<file path="src/rtl/uart_bridge.sv">
// Memory-mapped UART with a 1-byte RX holding register, a TX queue and TX/RX bit FSMs.
// Optional macro UART_TX_FIFO_EN selects a 4-entry TX FIFO instead of a single TX holding register.
// Ports:
//   clk, rst (sync, active-high)
//   uartOp_i, uart_storeData_i, stall_i : pipeline access to the data register
//   rxd, txd                            : serial lines, idle high
//   uart_load_data_o                    : {24'b0, RX byte}
//   dataReady, writeReady               : status bits 1 and 0
// The `MEM_* opcodes get defaults here unless defines.v was read earlier.
`ifndef MEM_NOP
`define MEM_NOP 4'd0
`define MEM_LB  4'd1
`define MEM_LBU 4'd2
`define MEM_LH  4'd3
`define MEM_LHU 4'd4
`define MEM_LW  4'd5
`define MEM_SB  4'd6
`define MEM_SH  4'd7
`define MEM_SW  4'd8
`endif

module uart_bridge #(
  parameter int CLKS_PER_BIT = 434
) (
  input  logic        clk,
  input  logic        rst,
  input  logic [3:0]  uartOp_i,
  input  logic [31:0] uart_storeData_i,
  input  logic        stall_i,
  input  logic        rxd,
  output logic        txd,
  output logic [31:0] uart_load_data_o,
  output logic        dataReady,
  output logic        writeReady
);

  localparam int CW =
    (CLKS_PER_BIT > 1) ? $clog2(CLKS_PER_BIT) : 1;
  localparam int HALF =
    (CLKS_PER_BIT >= 2) ? CLKS_PER_BIT / 2 : 1;
  localparam logic [CW-1:0] BIT_END =
    CW'(CLKS_PER_BIT - 1);
  localparam logic [CW-1:0] HALF_END = CW'(HALF - 1);

  typedef enum logic [1:0] {
    S_IDLE, S_START, S_DATA, S_STOP
  } uart_st_t;

  // Op decode
  logic is_st, is_ld, st_acc, ld_acc;

  always_comb begin
    is_st = 1'b0;
    is_ld = 1'b0;
    case (uartOp_i)
      `MEM_SB, `MEM_SH, `MEM_SW: is_st = 1'b1;
      `MEM_LB, `MEM_LBU, `MEM_LH,
      `MEM_LHU, `MEM_LW: is_ld = 1'b1;
      default: ;
    endcase
  end

  assign st_acc = is_st & ~stall_i;
  assign ld_acc = is_ld & ~stall_i;

  // TX state
  uart_st_t       tx_st, tx_st_n;
  logic [CW-1:0]  tx_cnt, tx_cnt_n;
  logic [2:0]     tx_idx, tx_idx_n;
  logic           tx_end, pop, enq, more;
  logic           q_ne;
  logic [7:0]     q_head;

  assign tx_end = (tx_cnt == BIT_END);
  // The head byte stays queued until its stop bit
  // completes, so the queue accounts for the byte
  // currently on the wire.
  assign pop = (tx_st == S_STOP) && tx_end;

`ifdef UART_TX_FIFO_EN
  logic [7:0] fifo_q [4];
  logic [1:0] wp, rp;
  logic       full;

  assign q_ne       = full || (wp != rp);
  assign q_head     = fifo_q[rp];
  assign writeReady = ~full;
  // A pop frees the slot the write lands in.
  assign enq        = st_acc && (~full || pop);
  // Queue still non-empty after this cycle's pop.
  assign more = full || (rp + 2'd1 != wp) || enq;

  always_ff @(posedge clk) begin
    if (enq) fifo_q[wp] <= uart_storeData_i[7:0];
  end

  always_ff @(posedge clk) begin
    if (rst) begin
      wp   <= '0;
      rp   <= '0;
      full <= 1'b0;
    end else begin
      if (enq) wp <= wp + 2'd1;
      if (pop) rp <= rp + 2'd1;
      if (enq && !pop)
        full <= (wp + 2'd1 == rp);
      else if (pop && !enq)
        full <= 1'b0;
    end
  end
`else
  logic [7:0] hold_q;
  logic       hold_v;

  assign q_ne       = hold_v;
  assign q_head     = hold_q;
  assign writeReady = (tx_st == S_IDLE) && !hold_v;
  assign enq        = st_acc && writeReady;
  assign more       = 1'b0;

  always_ff @(posedge clk) begin
    if (rst) begin
      hold_v <= 1'b0;
      hold_q <= '0;
    end else if (enq) begin
      hold_v <= 1'b1;
      hold_q <= uart_storeData_i[7:0];
    end else if (pop) begin
      hold_v <= 1'b0;
    end
  end
`endif

  always_ff @(posedge clk) begin
    if (rst) begin
      tx_st  <= S_IDLE;
      tx_cnt <= '0;
      tx_idx <= '0;
    end else begin
      tx_st  <= tx_st_n;
      tx_cnt <= tx_cnt_n;
      tx_idx <= tx_idx_n;
    end
  end

  always_comb begin
    tx_st_n  = tx_st;
    tx_cnt_n = tx_cnt;
    tx_idx_n = tx_idx;
    txd      = 1'b1;
    case (tx_st)
      S_IDLE: begin
        tx_cnt_n = '0;
        tx_idx_n = '0;
        if (q_ne) tx_st_n = S_START;
      end
      S_START: begin
        txd = 1'b0;
        if (tx_end) begin
          tx_cnt_n = '0;
          tx_idx_n = '0;
          tx_st_n  = S_DATA;
        end else begin
          tx_cnt_n = tx_cnt + 1'b1;
        end
      end
      S_DATA: begin
        txd = q_head[tx_idx];
        if (tx_end) begin
          tx_cnt_n = '0;
          if (tx_idx == 3'd7)
            tx_st_n = S_STOP;
          else
            tx_idx_n = tx_idx + 3'd1;
        end else begin
          tx_cnt_n = tx_cnt + 1'b1;
        end
      end
      S_STOP: begin
        txd = 1'b1;
        if (tx_end) begin
          tx_cnt_n = '0;
          tx_st_n  = more ? S_START : S_IDLE;
        end else begin
          tx_cnt_n = tx_cnt + 1'b1;
        end
      end
      default: tx_st_n = S_IDLE;
    endcase
  end

  // RX path
  uart_st_t      rx_st, rx_st_n;
  logic [CW-1:0] rx_cnt, rx_cnt_n;
  logic [2:0]    rx_idx, rx_idx_n;
  logic [7:0]    rx_sh, rx_sh_n, rx_hold;
  logic          rx_s1, rx_s2, rx_prev;
  logic          rx_fall, rx_ok;

  assign rx_fall = rx_prev & ~rx_s2;

  always_ff @(posedge clk) begin
    if (rst) begin
      rx_s1   <= 1'b1;
      rx_s2   <= 1'b1;
      rx_prev <= 1'b1;
    end else begin
      rx_s1   <= rxd;
      rx_s2   <= rx_s1;
      rx_prev <= rx_s2;
    end
  end

  always_ff @(posedge clk) begin
    if (rst) begin
      rx_st     <= S_IDLE;
      rx_cnt    <= '0;
      rx_idx    <= '0;
      rx_sh     <= '0;
      rx_hold   <= '0;
      dataReady <= 1'b0;
    end else begin
      rx_st  <= rx_st_n;
      rx_cnt <= rx_cnt_n;
      rx_idx <= rx_idx_n;
      rx_sh  <= rx_sh_n;
      if (rx_ok) rx_hold <= rx_sh;
      // A fresh byte outranks a concurrent load.
      if (rx_ok)
        dataReady <= 1'b1;
      else if (ld_acc)
        dataReady <= 1'b0;
    end
  end

  always_comb begin
    rx_st_n  = rx_st;
    rx_cnt_n = rx_cnt;
    rx_idx_n = rx_idx;
    rx_sh_n  = rx_sh;
    rx_ok    = 1'b0;
    case (rx_st)
      S_IDLE: begin
        rx_cnt_n = '0;
        rx_idx_n = '0;
        if (rx_fall) rx_st_n = S_START;
      end
      S_START: begin
        if (rx_cnt == HALF_END) begin
          rx_cnt_n = '0;
          rx_st_n  = rx_s2 ? S_IDLE : S_DATA;
        end else begin
          rx_cnt_n = rx_cnt + 1'b1;
        end
      end
      S_DATA: begin
        if (rx_cnt == BIT_END) begin
          rx_cnt_n = '0;
          rx_sh_n  = {rx_s2, rx_sh[7:1]};
          if (rx_idx == 3'd7)
            rx_st_n = S_STOP;
          else
            rx_idx_n = rx_idx + 3'd1;
        end else begin
          rx_cnt_n = rx_cnt + 1'b1;
        end
      end
      S_STOP: begin
        if (rx_cnt == BIT_END) begin
          rx_cnt_n = '0;
          rx_st_n  = S_IDLE;
          rx_ok    = rx_s2;
        end else begin
          rx_cnt_n = rx_cnt + 1'b1;
        end
      end
      default: rx_st_n = S_IDLE;
    endcase
  end

  assign uart_load_data_o =
    dataReady ? {24'b0, rx_hold} : 32'h0;

endmodule

</file>
<file path="config.mk">
export PLATFORM = sky130hd
export DESIGN_NAME = uart_bridge
export DESIGN_NICKNAME = d
export VERILOG_FILES = /design/src/rtl/uart_bridge.sv
export SDC_FILE = /design/constraint.sdc
export NUM_CORES = 1
export LEC_CHECK = 0
export CORE_ASPECT_RATIO = 0.5
export CORE_UTILIZATION = 48
export CTS_CLUSTER_SIZE = 16
export DETAILED_ROUTE_END_ITERATION = 10
export PLACE_DENSITY = 0.89
export SYNTH_ARGS = -nofsm -noshare
export SYNTH_HDL_FRONTEND = slang
export SYNTH_SLANG_ARGS = --single-unit
</file>
<file path="constraint.sdc">
create_clock -name clk -period 1.98 [get_ports clk]
set_input_delay 0.198 -clock clk [delete_from_list [all_inputs] [get_ports clk]]
set_output_delay 0.198 -clock clk [all_outputs]
set_load 0.05 [all_outputs]
</file>
Word level (Yosys, flattened, before mapping)
Cells that the tools add are included.

cells by class
  $add $sub $neg = 4
  magnitude comparators = 1
  equality and inequality tests = 31
  multiplexer cells = 37
  bitwise logic cells = 5
  reductions and logical operators = 19

operator list
  cell                 count
  $mux 9               3
  $pmux 9 s3           1
  $ne 2x2->1 const B   12
  $mux 2               11
  $add 9x1->9 const B  2
  $eq 9x9->1 const B   2
  $pmux 9 s2           1
  $eq 4x3->1 const B   4
  $pmux 2 s4           2
  $mux 3               5
  $reduce_and 5->1     2
  $eq 9x8->1 const B   1
  $mux 1               9
  $pmux 3 s3           1
  $eq 2x2->1 const B   4
  $eq 4x2->1 const B   2
  $mux 8               1
  $add 3x1->3 const B  2
  $eq 3x3->1 const B   2
  $pmux 3 s2           1
  $reduce_bool 2->1    3
  $reduce_or 3->1      2
  $reduce_or 5->1      1
  $eq 2x1->1 const B   2
  15 further kinds     21

storage, ports and cells
  register bits = 57
  input port bits = 40
  output and inout bits = 35

Longest topological paths before layout
  depth after elaboration = 6
  depth in mapped cells = 7
  mapped depth without buffers = 6

Least setup slack after synthesis
OpenSTA, ideal clock, no wires.

  path type = reg-to-reg
  from = reg tx_cnt[0]
  to = reg tx_idx[1]
  library setup time = 0.117 ns
  data arrival time = 1.664 ns
  required time = 1.863 ns
  path slack = 0.198 ns
  stages on the path, launching flop included = 7
  cells stage by stage = dfxtp_1 > ha_1 > nand4b_1 > or4_1 > buf_2 > a221o_1 > a32o_1

between the ends
  cells in the longest elaborated chain, start to end = 3

ends and longest elaborated chain
  what                            line  text
  start, declared                 68    logic [CW-1:0] tx_cnt, tx_cnt_n;
  start signal, assigned          141   tx_cnt <= tx_cnt_n;
  $eq 9x9->1 (*)                  74    assign tx_end = (tx_cnt == BIT_END);
  $ne 2x2->1 (no line)            --
  $reduce_and 4->1 (no line) (*)  --
  end signal, assigned            142   tx_idx <= tx_idx_n;
  end, declared                   69    logic [2:0] tx_idx, tx_idx_n;

Every way passes the cells marked *; elsewhere a longest branch is shown, timed or not.
A chain may end at the register's enable or synchronous reset.

Worst setup path after layout
  from = reg tx_idx[0]
  to = out txd

between the ends
  cells in the longest elaborated chain, start to end = 3

ends and longest elaborated chain
  what                          line  text
  $bmux 1 s3                    168   txd = q_head[tx_idx];
  $mux 1 (implied by the code)  168
  $pmux 1 s2                    151   case (tx_st)
  end, declared                 31    output logic txd,

Every way passes these cells. The select of a mux whose other input is x is not followed.

==> results summary <==
In the routed layout, each cell is associated on average with a via count of 5.22. The critical-path maximum fanout is 3. For the worst setup path, the data required time is between 1.5 and 2 ns. The die span in x came out at 109 um.

The worst-case vdd ir drop is between 500 and 600 uV. The area share of the largest cell type after synthesis came out at 0.416. The number of max-slew violations in the final report is 0. Measured on the finished design, the core utilization comes to 0.605. Between clock sinks in the finished design, the worst skew comes to about 0.0033 ns.

At the end of routability-driven placement, the weighted congestion stood at 0.811. Sorting the synthesized cells by area gives the leading types as dfxtp_1, mux2i_1, nor2_1. The synthesis-to-layout area growth came out at 21.0%.

The path class of the tightest hold or removal check is flop to flop. The arrival time reported for the critical path endpoint is ~1.7 ns. The max-capacitance violation count came out at 0. The critical path starts at tx_idx[0]. The smallest clock period supported by the final layout is computed as between 1.5 and 2 ns. The initial core utilization is 0.500. The number of flip-flops and latches in the synthesized netlist came out at 57. TritonCTS built the clock tree. Traced cell by cell, the critical path runs through mux4_2, mux2i_2, mux2i_1, buf_4.

The row count came out at 19. The global-route total usage across every layer is 0.205. The worst setup path is launched from a flop.

The Yosys step of the flow raised 0 warnings. The worst slack at placement is -0.0520 ns. The number of nets with antenna violations after detailed routing came out at 0. The sequential-to-total area share from yosys stat is 0.416. The number of placed I/O pins is between 70 and 80.

Counting every instance in the synthesized netlist gives 290. The detailed router placed around 2,100 vias in this run. Summing every instance area after synthesis gives 0.00274 mm^2.

The clock insertion delay at the later pin of the skew report came out at roughly 0.32 ns. For this design the ratio of total power to cell area is 999 mW/mm^2. The worst setup path is of the flop to primary output kind. The number of antenna violations at the first check in global routing came to 0. The overall power is about 3.3 mW. The unique cell type count in the Yosys netlist came out at 47. The critical path endpoint category is a primary output. The post-detailed-routing wire length came out at ~6 mm.

The detailed-router iteration count before antenna repair is 4. The average wire per cell in the routed design came out at between 10 and 15 um. The slowest stage of the critical path belongs to the cell mux4_2. Static timing analysis puts the maximum clock frequency at 0.516 GHz. The flow ran to the end, and the final reports show no timing, DRC or antenna violations. The maximum single-stage delay on the critical path came out at between 0.5 and 0.6 ns.

The number of H-tree branching levels came out at 3. The hold violation count in the final report came to 0. The vertical die dimension came out at approximately 55 um.

The root buffer cell chosen for the clock tree is clkbuf_16. After layout, the worst setup slack is between 0.04 and 0.05 ns. The average cell area after synthesis came out at approximately 9.5 um^2. In this run the critical register-to-register path is launched from tx_cnt[0]. The via count of the first global-routing pass is around 2,100. The number of sinks driven by the clock tree is 57.

The region available for standard cell placement spans between 0.005 and 0.006 mm^2. The wire length of the first global-routing pass came out at 9.40 mm. Fill cells in the final layout number just under 400. The total number of nets in the final design came out at 380. The post-CTS clock slew at the launch and capture registers of the worst setup and hold paths came out at about 0.050 ns.

The detailed-placement wirelength estimate is approximately 3.8 mm. The final critical-path share of the clock period is 0.979. The die area came out at approximately 0.0060 mm^2.

Counting the buffers created by CTS gives 9. The number of antenna diodes came out at 0. The detailed router's first-iteration violation count came out at 144.

The maximum buffer depth of the clock tree is 2. The cell taking the most area after synthesis is dfxtp_1. In the final layout, the share of cells above drive strength 1 is 0.109.

The leakage power total came out at 1.41 nW. The startpoint identified for the worst hold timing path is rx_s1. Setup violations remaining at the end of the flow were counted as 0. The port buffer count came out at 26. Entering global routing, the biggest net connects 33 pins. The number of design rule violations left after detail routing came out at 0. Global routing finished with a remaining overflow of 0.
==> worst max-delay path, delay by kind of cell, from the launching register on <==
family   cells  cell delay (ns)
flops        1             0.36
mux          3             0.84
buf+inv      1             0.21
==> state kept, by name, indices dropped and copies added, names as in the netlist, named ones only <==
| register | flops |
|---|---|
| rx_cnt | 9 |
| rx_s2 | 1 |
| hold_q | 8 |
| rx_st | 1 |
| rx_sh | 8 |
| dataReady | 1 |
| rx_prev | 1 |
| tx_idx | 3 |
| tx_cnt | 9 |
| rx_s1 | 1 |
| rx_hold | 8 |
| tx_st | 2 |
| hold_v | 1 |
| rx_idx | 3 |
==> routing by layer <==
layer | global-route usage | up-vias | routed length (um)
met4 | 0.0637 | 0 | 108
met2 | 0.368 | 81 | 3090
li1 | - | 1015 | -
met3 | 0.0815 | 15 | 323
met1 | 0.220 | 998 | 2420
met5 | 0 | - | 0
==> what timing repair did <==
item	CTS	global route
setup buffers	0	1
pin swaps	0	0
gates resized for setup	9	4
hold buffers	0	0
endpoints found under the setup margin	9	8
==> cells in the mapped netlist, drive strengths merged <==
library cell,instances
or3,2
nand3b,1
or4,2
nor2,50
o221ai,1
dfxtp,57
xnor2,9
clkbuf,4
and2,9
inv,13
a22oi,1
a22o,3
nor4bb,1
nor2b,2
mux2i,27
xor2,5
o41ai,1
nand4,1
o41a,1
o21ai,3
nand2b,2
nor3b,1
conb,1
nand4bb,1
or4b,1
nor4,3
nand3,5
mux2,1
a211o,2
and3,1
a311o,1
mux4,2
a21oi,6
a32o,2
ha,14
nand4b,3
nand2,11
a31oi,2
a31o,1
and4b,1
buf,28
a221o,1
nor3,4
or2,3
==> cell type report <==
class / count / area, um^2 / share of cell area
timing repair buffer: 34 / 309 / 0.0931
tap: 73 / 91.3 / 0.0275
clock buffer: 13 / 250 / 0.0754
sequential: 57 / 1150 / 0.345
clock inverter: 3 / 40.0 / 0.0121
multi-input combinational: 211 / 1440 / 0.432
inverter: 13 / 48.8 / 0.0147
==> cell families (layout without fill, tap and decap cells) <==
logic type               Yosys count  after routing  synth area share
multiplexers                      30             30             0.119
buffers and inverters             45             63            0.0962
AND/OR/NAND/NOR                  104            104             0.191
XOR/XNOR                          14             14            0.0447
adder cells (fa/ha/maj)           14             14            0.0638
other                              1             24           0.00137
AO/OA/AOI/OAI                     25             25            0.0679
flip-flops                        57             57             0.416
==> through the flow <==
stage	instance area, um^2	hold WS [ns]	TNS [ns]	cells
final	3320	0.413	0	404
after global placement	3020	0.397	0	387
after CTS	3300	0.412	0	403
after detailed placement	3020	0.403	-0.270	387
after global routing	3320	0.428	-0.0274	404
after floorplan	2830	0.302	0	313
==> layout by cell type, fill, tap and decap left out, types with 3 or more instances in the layout <==
| cell | count |
|---|---|
| conb_1 | 24 |
| xor2_1 | 5 |
| a21oi_1 | 6 |
| and2_1 | 9 |
| nor2_1 | 50 |
| or2_2 | 3 |
| dfxtp_1 | 55 |
| a22o_1 | 3 |
| nor3_1 | 4 |
| nand2_1 | 10 |
| dlygate4sd2_1 | 8 |
| ha_1 | 14 |
| nand3_1 | 5 |
| xnor2_1 | 9 |
| clkbuf_16 | 9 |
| clkbuf_1 | 3 |
| o21ai_0 | 3 |
| mux2i_1 | 26 |
| clkdlybuf4s50_1 | 16 |
| buf_4 | 9 |
| nand4b_1 | 3 |
| inv_1 | 13 |
==> report_power, final <==
| part | total, mW | switching, mW | internal (mW) |
|---|---|---|---|
| clock network | 1.50 | 0.496 | 1.00 |
| registers | 1.21 | 0.0305 | 1.18 |
| logic | 0.607 | 0.422 | 0.185 |
==> final timing paths <==
kind | to | slack (ns) | depth (start not counted)
max reg2reg | tx_idx[0] | 0.08 | 6
max | txd | 0.04 | 4
min reg2reg | rx_s2 | 0.41 | 1
min | rx_s2 | 0.41 | 1
Note: power is estimated with default switching activity, not from simulation.
